`src/rtl/vco_adc_pkg.sv`:
```
// Shared constants for the VCO-ADC decimation chain: widths, half-band
// coefficients (Q1.15, taps 0..centre) and half-band FSM state encoding.
package vco_adc_pkg;

  localparam int CIC_OUT_W    = 16;
  localparam int HB_NTAPS     = 15;
  localparam int HB_ACC_W     = 36;
  localparam int HB_NCOEF     = (HB_NTAPS + 1) / 2;
  localparam int HB_COEF_W    = 16;
  localparam int HB_OUT_SHIFT = 15;

  localparam logic [1:0] HB_ST_IDLE  = 2'd0;
  localparam logic [1:0] HB_ST_MAC   = 2'd1;
  localparam logic [1:0] HB_ST_ROUND = 2'd2;
  localparam logic [1:0] HB_ST_OUT   = 2'd3;

  typedef enum logic [1:0] {
    ST_IDLE  = HB_ST_IDLE,
    ST_MAC   = HB_ST_MAC,
    ST_ROUND = HB_ST_ROUND,
    ST_OUT   = HB_ST_OUT
  } hb_state_e;

  // Index 7 is the centre tap; the odd taps of a half-band are zero.
  function automatic logic signed [HB_COEF_W-1:0] hb_coef(input int k);
    case (k)
      0:       return -16'sd96;
      2:       return 16'sd512;
      4:       return -16'sd1568;
      6:       return 16'sd9344;
      7:       return 16'sd16384;
      default: return 16'sd0;
    endcase
  endfunction

endpackage

```
`src/rtl/hb_mac.sv`:
```
// Half-band datapath: symmetric pre-add, signed multiply and wide accumulator
// with synchronous clear (priority) and accumulate enable.
module hb_mac
  import vco_adc_pkg::*;
#(
  parameter int DATA_W = CIC_OUT_W,
  parameter int COEF_W = HB_COEF_W,
  parameter int ACC_W  = HB_ACC_W
) (
  input  logic                     clk,
  input  logic                     rst_n,
  input  logic                     clr,
  input  logic                     en,
  input  logic signed [DATA_W-1:0] a,
  input  logic signed [DATA_W-1:0] b,
  input  logic signed [COEF_W-1:0] coef,
  output logic signed [ACC_W-1:0]  acc
);

  localparam int PROD_W = DATA_W + 1 + COEF_W;

  logic signed [DATA_W:0]   pre_sum;
  logic signed [PROD_W-1:0] prod;

  assign pre_sum = {a[DATA_W-1], a} + {b[DATA_W-1], b};
  assign prod    = pre_sum * coef;

  always_ff @(posedge clk or negedge rst_n) begin
    if (!rst_n) begin
      acc <= '0;
    end else if (clr) begin
      acc <= '0;
    end else if (en) begin
      acc <= acc + {{(ACC_W-PROD_W){prod[PROD_W-1]}}, prod};
    end
  end

endmodule

```
`src/rtl/halfband_decim.sv`:
```
// 15-tap half-band decimate-by-2 FIR, time-multiplexed over one MAC.
// Handshake: a sample is taken when enable_in & data_valid_in and the FSM is IDLE;
// strobes seen while busy are dropped and flagged on overrun_out.
module halfband_decim
  import vco_adc_pkg::*;
#(
  parameter int DATA_W    = CIC_OUT_W,
  parameter int NTAPS     = HB_NTAPS,
  parameter int ACC_W     = HB_ACC_W,
  parameter int OUT_SHIFT = HB_OUT_SHIFT
) (
  input  logic                     clk,
  input  logic                     rst_n,
  input  logic                     enable_in,
  input  logic signed [DATA_W-1:0] data_in,
  input  logic                     data_valid_in,
  input  logic                     ovr_clr_in,
  output logic signed [DATA_W-1:0] data_out,
  output logic                     data_valid_out,
  output logic                     busy_out,
  output logic                     overrun_out
);

  localparam int NCOEF = (NTAPS + 1) / 2;
  localparam int PTR_W = $clog2(NTAPS);
  localparam int IDX_W = PTR_W + 1;
  localparam int KW    = $clog2(NCOEF);

  localparam logic [PTR_W-1:0] PTR_LAST = PTR_W'(NTAPS - 1);
  localparam logic [IDX_W-1:0] NTAPS_I  = IDX_W'(NTAPS);
  localparam logic [IDX_W-1:0] TAIL_I   = IDX_W'(NTAPS - 1);
  localparam logic [KW-1:0]    K_LAST   = KW'(NCOEF - 1);

  localparam logic signed [ACC_W-1:0] SAT_MAX  = ACC_W'(2**(DATA_W-1) - 1);
  localparam logic signed [ACC_W-1:0] SAT_MIN  = ~SAT_MAX;
  localparam logic signed [ACC_W-1:0] RND_HALF = ACC_W'(2**(OUT_SHIFT-1));

  hb_state_e                state;
  logic signed [DATA_W-1:0] buffer [NTAPS];
  logic [PTR_W-1:0]         wr_ptr;
  logic [KW-1:0]            k;
  // phase=1 means the first sample of an output pair is already held
  logic                     phase;
  logic signed [DATA_W-1:0] r_reg;

  logic                     accept;
  logic                     start;
  logic [IDX_W-1:0]         old_raw;
  logic [IDX_W-1:0]         new_raw;
  logic [PTR_W-1:0]         idx_old;
  logic [PTR_W-1:0]         idx_new;
  logic signed [DATA_W-1:0] mac_a;
  logic signed [DATA_W-1:0] mac_b;
  logic signed [ACC_W-1:0]  acc;
  logic signed [ACC_W-1:0]  rounded;
  logic signed [DATA_W-1:0] r_next;

  assign accept   = enable_in & data_valid_in & (state == ST_IDLE);
  assign start    = accept & phase;
  assign busy_out = (state != ST_IDLE);

  // During MAC wr_ptr points at the oldest sample; newest sits just behind it.
  always_comb begin
    old_raw = IDX_W'(wr_ptr) + IDX_W'(k);
    new_raw = IDX_W'(wr_ptr) + TAIL_I - IDX_W'(k);
    idx_old = (old_raw >= NTAPS_I) ? PTR_W'(old_raw - NTAPS_I) : PTR_W'(old_raw);
    idx_new = (new_raw >= NTAPS_I) ? PTR_W'(new_raw - NTAPS_I) : PTR_W'(new_raw);
    mac_a   = buffer[idx_new];
    // On the last step both pointers meet at the centre tap, which is added once.
    mac_b   = (k == K_LAST) ? '0 : buffer[idx_old];
  end

  hb_mac #(
    .DATA_W (DATA_W),
    .COEF_W (HB_COEF_W),
    .ACC_W  (ACC_W)
  ) u_mac (
    .clk   (clk),
    .rst_n (rst_n),
    .clr   (state == ST_IDLE),
    .en    (state == ST_MAC),
    .a     (mac_a),
    .b     (mac_b),
    .coef  (hb_coef(int'(k))),
    .acc   (acc)
  );

  always_comb begin
    rounded = (acc + RND_HALF) >>> OUT_SHIFT;
    if (rounded > SAT_MAX) begin
      r_next = SAT_MAX[DATA_W-1:0];
    end else if (rounded < SAT_MIN) begin
      r_next = SAT_MIN[DATA_W-1:0];
    end else begin
      r_next = rounded[DATA_W-1:0];
    end
  end

  always_ff @(posedge clk or negedge rst_n) begin
    if (!rst_n) begin
      state          <= ST_IDLE;
      wr_ptr         <= '0;
      k              <= '0;
      phase          <= 1'b0;
      r_reg          <= '0;
      data_out       <= '0;
      data_valid_out <= 1'b0;
      overrun_out    <= 1'b0;
      for (int i = 0; i < NTAPS; i++) begin
        buffer[i] <= '0;
      end
    end else begin
      data_valid_out <= 1'b0;

      if (accept) begin
        buffer[wr_ptr] <= data_in;
        wr_ptr         <= (wr_ptr == PTR_LAST) ? '0 : wr_ptr + 1'b1;
      end

      if (!enable_in) begin
        phase <= 1'b0;
      end else if (accept) begin
        phase <= ~phase;
      end

      if (enable_in && data_valid_in && state != ST_IDLE) begin
        overrun_out <= 1'b1;
      end else if (ovr_clr_in) begin
        overrun_out <= 1'b0;
      end

      case (state)
        ST_IDLE: begin
          k <= '0;
          if (start) begin
            state <= ST_MAC;
          end
        end
        ST_MAC: begin
          if (k == K_LAST) begin
            state <= ST_ROUND;
          end else begin
            k <= k + 1'b1;
          end
        end
        ST_ROUND: begin
          r_reg <= r_next;
          state <= ST_OUT;
        end
        ST_OUT: begin
          data_out       <= r_reg;
          data_valid_out <= 1'b1;
          state          <= ST_IDLE;
        end
        default: state <= ST_IDLE;
      endcase
    end
  end

endmodule

```
`config.mk`:
```
export PLATFORM = sky130hd
export DESIGN_NAME = halfband_decim
export DESIGN_NICKNAME = d
export VERILOG_FILES = /design/src/rtl/vco_adc_pkg.sv /design/src/rtl/hb_mac.sv /design/src/rtl/halfband_decim.sv
export SDC_FILE = /design/constraint.sdc
export NUM_CORES = 1
export LEC_CHECK = 0
export BUFFER_PORTS_ARGS = -buffer_cell sky130_fd_sc_hd__buf_2
export CAP_MARGIN = 10
export CORE_MARGIN = 10
export CORE_UTILIZATION = 40
export DETAILED_ROUTE_END_ITERATION = 8
export PLACE_DENSITY = 0.55
export SYNTH_ARGS = -nofsm -noshare
export SYNTH_HDL_FRONTEND = slang
export SYNTH_SLANG_ARGS = --single-unit
```
`constraint.sdc`:
```
create_clock -name clk -period 25.1 [get_ports clk]
set_input_delay 2.51 -clock clk [delete_from_list [all_inputs] [get_ports clk]]
set_output_delay 2.51 -clock clk [all_outputs]
set_load 0.01 [all_outputs]
```
### Word-level counts from Yosys, hierarchy flattened

Index checks and enable logic that the tools add are counted.

* reduce and logical (&&, ||, !) cells: 10
* multiply operators: 1
* muxes and demuxes: 28
* equality and inequality tests: 12
* add/subtract/negate cells: 10
* div/mod/pow operators: 0
* bitwise operators: 7
* shifts and indexed selects: 0
* $lt $le $gt $ge: 8

Operators by type and width (number)
* $bwmux 240: 1
* $bmux 16 s4: 2
* $mux 16: 8
* $pmux 16 s5: 1
* $mux 36: 2
* $demux 16 s4: 1
* $add 36x16->36 const B: 1
* $add 36x36->36: 1
* $mul 17x16->33: 1
* $gt 21x16->1 const B: 1
* $lt 21x16->1 const B: 1
* $add 16x16->17: 1
* $ge 5x5->1 const B: 3
* $not 4->5: 3
* $mux 4: 3
* $ge 5x4->1 const B: 2
* $eq 3x3->1 const B: 3
* $pmux 2 s4: 1
* $sub 4x4->4 const B: 2
* $ne 2x2->1 const B: 3
* $pmux 3 s2: 1
* $reduce_bool 2->1: 3
* $add 4x3->5: 1
* $add 4x4->5 const B: 1
* other kinds (18): 29

* memories: 0
* bits in registers: 320
* logic and storage cells: 100
* RAM bits: 0
* input port bits: 21
* latch bits: 0
* ROM bits: 0

### Logic depth before layout (Yosys ltp)

* depth in word-level cells: 13
* mapped depth: 58

### Hierarchy

Synthesis repeated with hierarchy kept, for this count alone.

* cells, all modules: 3279
* area, all modules: 30638.1 sq um

Modules (own cells, without submodules)
* halfband_decim: cells an instance 1703, instances 1, area an instance 16713.5 sq um, seq. area each 7106.8 sq um
* hb_mac: cells an instance 1576, instances 1, area an instance 13924.6 sq um, seq. area each 900.9 sq um

### Least setup slack after synthesis

No wires, ideal clock.

* path type: register to register
* start point: register wr_ptr[2]
* end point: register u_mac.acc[35]
* slack: 13.149 ns
* clock period less this slack: 11.951 ns
* buffers on the path: 3
* setup time: 0.128 ns
* arrival time: 11.823 ns
* cell stages (with the launch flop): 49
* cells stage by stage: dfrtp_1 -> clkbuf_1 -> inv_1 -> ha_1 -> buf_6 -> xor2_1 -> ha_1 -> o21bai_1 -> xor2_1 -> o211ai_1 -> a21o_1 -> o21ai_2 -> buf_4 -> mux2i_1 -> mux2i_1 -> mux2_2 -> mux2_2 -> ha_1 -> (+13 left out) -> fa_1 -> fa_1 -> ha_1 -> ha_1 -> or4_1 -> a211oi_1 -> o21ai_0 -> a311oi_1 -> o21ai_0 -> xor2_1 -> ha_1 -> a21o_1 -> a21o_1 -> a21o_1 -> a21o_1 -> or3_1 -> mux2i_1 -> mux2_1

* word-level cells in the longest chain between the ends: 13

Ends and longest elaborated chain
* start, declared: line halfband_decim.sv:40 `logic [PTR_W-1:0] wr_ptr;`
* start signal, assigned: line halfband_decim.sv:117 `wr_ptr <= (wr_ptr == PTR_LAST) ? '0 : wr_ptr + 1'b1;`
* $add 4x4->5 / $add 4x3->5 (equally long branches): line halfband_decim.sv:65, halfband_decim.sv:64
* $sub 5x3->5, or another cell as far along: line halfband_decim.sv:65 `new_raw = IDX_W'(wr_ptr) + TAIL_I - IDX_W'(k);`
* $sub 4x4->4, or another cell as far along: line halfband_decim.sv:67 `idx_new = (new_raw >= NTAPS_I) ? PTR_W'(new_raw - NTAPS_I) : PTR_W'(new_raw);`
* $mux 4 / $not 4->5 (equally long branches): line halfband_decim.sv:67, halfband_decim.sv:70
* $not 4->5 (implied by the code) / $bmux 16 s4 (equally long branches): line halfband_decim.sv:68, halfband_decim.sv:70
* $bmux 16 s4 / $mux 16 (equally long branches): line halfband_decim.sv:68, halfband_decim.sv:70
* $mux 16 (on tied branches) (2 in series): line halfband_decim.sv:68, halfband_decim.sv:70
* $add 16x16->17 (*): line hb_mac.sv:25 `assign pre_sum = {a[DATA_W-1], a} + {b[DATA_W-1], b};`
* $mul 17x16->33 (*): line hb_mac.sv:26 `assign prod = pre_sum * coef;`
* $add 36x36->36 (*): line hb_mac.sv:34 `acc <= acc + {{(ACC_W-PROD_W){prod[PROD_W-1]}}, prod};`
* $mux 36 (*): line hb_mac.sv:33 `end else if (en) begin`
* $mux 36 (*): line hb_mac.sv:31 `end else if (clr) begin`
* end signal, assigned: line hb_mac.sv:34
* end, declared: line hb_mac.sv:17 `output logic signed [ACC_W-1:0] acc`

Every way passes the cells marked *; elsewhere a longest branch is shown, timed or not. The select of a mux whose other input is x is not followed.
A chain may end at the register's enable or synchronous reset.

### Worst setup path after layout

Same ends and word-level chain as after synthesis.

==> flow_summary.ini <==
[outcome]
status = complete, no violations

[global_routing]
track_usage_pct = 18.3
grt_max_degree = 108
grt_pass1_vias = 19500
overflow = 0
grt_pass1_wl_um = 113000
antenna_found_initial = 2

[routing]
remaining_drc_errors = 0
drt_wl_total_um = 71400
postRouteAntennaNets = 0
drt-initial-drc-count = 1104
wl_per_cell_um = 21.0
vias = 18800
firstDrtPassIters = 5
vias_per_cell = 5.52

[sta]
relSlewSlack_pct = 24.5
tightest_slew_ns = 1.13
period_needed_ns = 14.38
rsz0062_at_grt = false
finClkSkew_ns = 0.0289
finalSetupViolations = 0
drv_slew = 0
hold_viol_final = 0
fmax_mhz = 69.5
fin_crit_sh_pct = 57.3
setup_slack_ns = 10.72
fin_setup_tns_ns = 0

[yosys]
synth_top_cell_by_area = dfrtp_1
synth_edf_count = 0
yosys-top-cells-area = dfrtp_1 30%, fa_1 13%, mux2_2 11%, mux2i_1 9.2%, ha_1 7.8%
synth-seq-cells = 315
synth_nets = 2874
yosys.area.top_type_share_pct = 29.8
netlist_area_um2 = 26400
synth_warnings = 0
synth-seq-area-share_pct = 29.8
yosysUniqueCellTypes = 86
synthCells = 2516
async_flop_share_pct = 100
synthFlopType = dfrtp_1
syn_avg_cell_area_um2 = 10.5

[die]
rows = 94
ioPinCount = 40
die_y_um = 277
core_um2 = 65600
chipWidth_um = 277
dieArea_um2 = 76700
start_util_pct = 40.3

[worst_setup_path]
crit_path_max_fanout = 59
path_class = flop to flop
r2r_start = wr_ptr[2]$_DFFE_PN0P_
critPathRequiredTime_ns = 25.54
cp_data_arrival_time_ns = 14.82
crit_slowest_cell = buf_4
start_kind = flop
startpoint = wr_ptr[2]$_DFFE_PN0P_
ff2ff_setup_slack_ns = 10.72
slowest_delay_ns = 0.83
endpoint_kind = flop

[final_layout]
drive_gt1_share_pct = 17.5
largest_register = buffer
reg_top3 = buffer (240), u_mac.acc (31)
fin_nets = 2877
area_growth_pct = 8.87
insertedDiodeCount = 0
largest_reg_flops = 240

[clock_tree]
htreeDepth = 2
clkLatencyLatePin_ns = 0.56
ctsResizeCount = 0
cts_hold_buf = 0
root_buffer = clkbuf_16
numCtsBuffers = 38
cts_tree = built
cts_setup_buffers = 0
cts.clk_slew.worst_paths_ns = 0.06
clock-sinks = 315
max-clock-path-buffers = 3

[place]
dp_hpwl_um = 50400
dp_worst_setup_slack_ns = 10.86
port_buffers = 39
place_congestion = 0.868

[job]
cap_violations = 0

[min_path]
min_path_type = flop to flop
hp-start = data_out[2]$_DFFE_PN0P_
## stage by stage
step	cells	hold slack [ns]	util, %	cell area, um^2
6_report	3407	0.502	43.8	28800
5_1_grt	3407	0.516	43.8	28800
4_1_cts	3407	0.505	43.8	28800
3_5_place_dp	3343	0.493	42.0	27500
3_3_place_gp	3342	0.486	42.0	27500
2_1_floorplan	2516	0.479	-	26400
## area by class of cell
cell class / instances / area [um^2]
Multi-Input combinational cell: 1865 / 17200
Sequential cell: 315 / 7880
Fill cell: 6340 / 36900
Timing Repair Buffer: 80 / 513
Inverter: 219 / 822
Clock inverter: 9 / 141
Tap cell: 864 / 1080
Clock buffer: 55 / 1080
## routing by layer
metal  vias to the layer above  track usage, %  routed length, um
met5                         -               0                 20
met4                         2            4.95               1760
met3                        83            2.25               2410
met2                       334            32.3              35900
met1                      9615            23.1              31300
li1                       8788               -                  -
## logic make-up (layout without fill, tap and decap cells)
kind of cell             count (synthesis)  count (layout)  share of synthesized area, %
flip-flops                             315             315                          29.8
buffers and inverters                  336             363                          5.24
multiplexers                           520             520                          21.9
XOR/XNOR                                84              84                          3.03
AND/OR/NAND/NOR                        596             596                          10.3
AO/OA/AOI/OAI                          327             327                          8.88
adder cells (fa/ha/maj)                338             338                          20.9
## critical path, delay by kind of cell, from the launching register on
family,cells,cell delay [ns]
muxes,6,1.10
and+or+nand+nor,3,1.07
adders and majority gates,11,4.37
AOI/OAI and AO/OA,19,4.19
xor gates and xnor gates,4,1.00
buffers and inverters,4,1.80
DFF,1,0.56
## placed cells by master (no fill, tap or decap), types with 8 or more instances in the layout
cell	n
o2bb2ai_1	16
o21ai_0	34
nor3_1	18
o221ai_1	20
a21o_1	31
nand2b_1	13
mux2_2	260
a32oi_1	14
buf_2	38
and2_1	19
xor2_1	20
a211oi_1	23
ha_1	165
mux4_1	12
and3_1	17
nand3_1	59
o21a_1	21
dfrtp_1	315
a21oi_1	77
inv_1	217
nand2_1	239
o31ai_1	11
or3_1	8
nor2b_1	30
xnor2_1	60
clkbuf_1	10
nor2_1	139
fa_1	172
mux2i_1	241
nand4_1	20
clkbuf_16	38
buf_4	41
## synthesized netlist by cell type (18+ instances only)
cell type,count
dfrtp_1,315
a211oi_1,23
o221ai_1,20
clkbuf_1,65
nor3_1,18
nor2_1,145
nand2_1,239
o21a_1,21
fa_1,172
xnor2_1,60
and2_1,19
mux2_2,261
buf_2,26
nand3_1,59
nor2b_1,30
a21oi_1,77
a21o_1,32
xor2_1,20
nand4_1,20
o21ai_0,34
mux2i_1,242
inv_1,217
ha_1,165
## worst paths after layout
check                      cells past startpoint                   endpoint
max                                           47  u_mac.acc[35]$_DFFE_PN0P_
min                                            1    data_out[2]$_DFFE_PN0P_
max reg2reg                                   47  u_mac.acc[35]$_DFFE_PN0P_
min reg2reg                                    1    data_out[2]$_DFFE_PN0P_
max in group asynchronous                      3    buffer[157]$_DFFE_PN0P_
min in group asynchronous                      1    data_out[1]$_DFFE_PN0P_
Power is left out: the tool's default activity adds up to more than one toggle a clock period on the data nets, which glitch-free logic cannot reach.
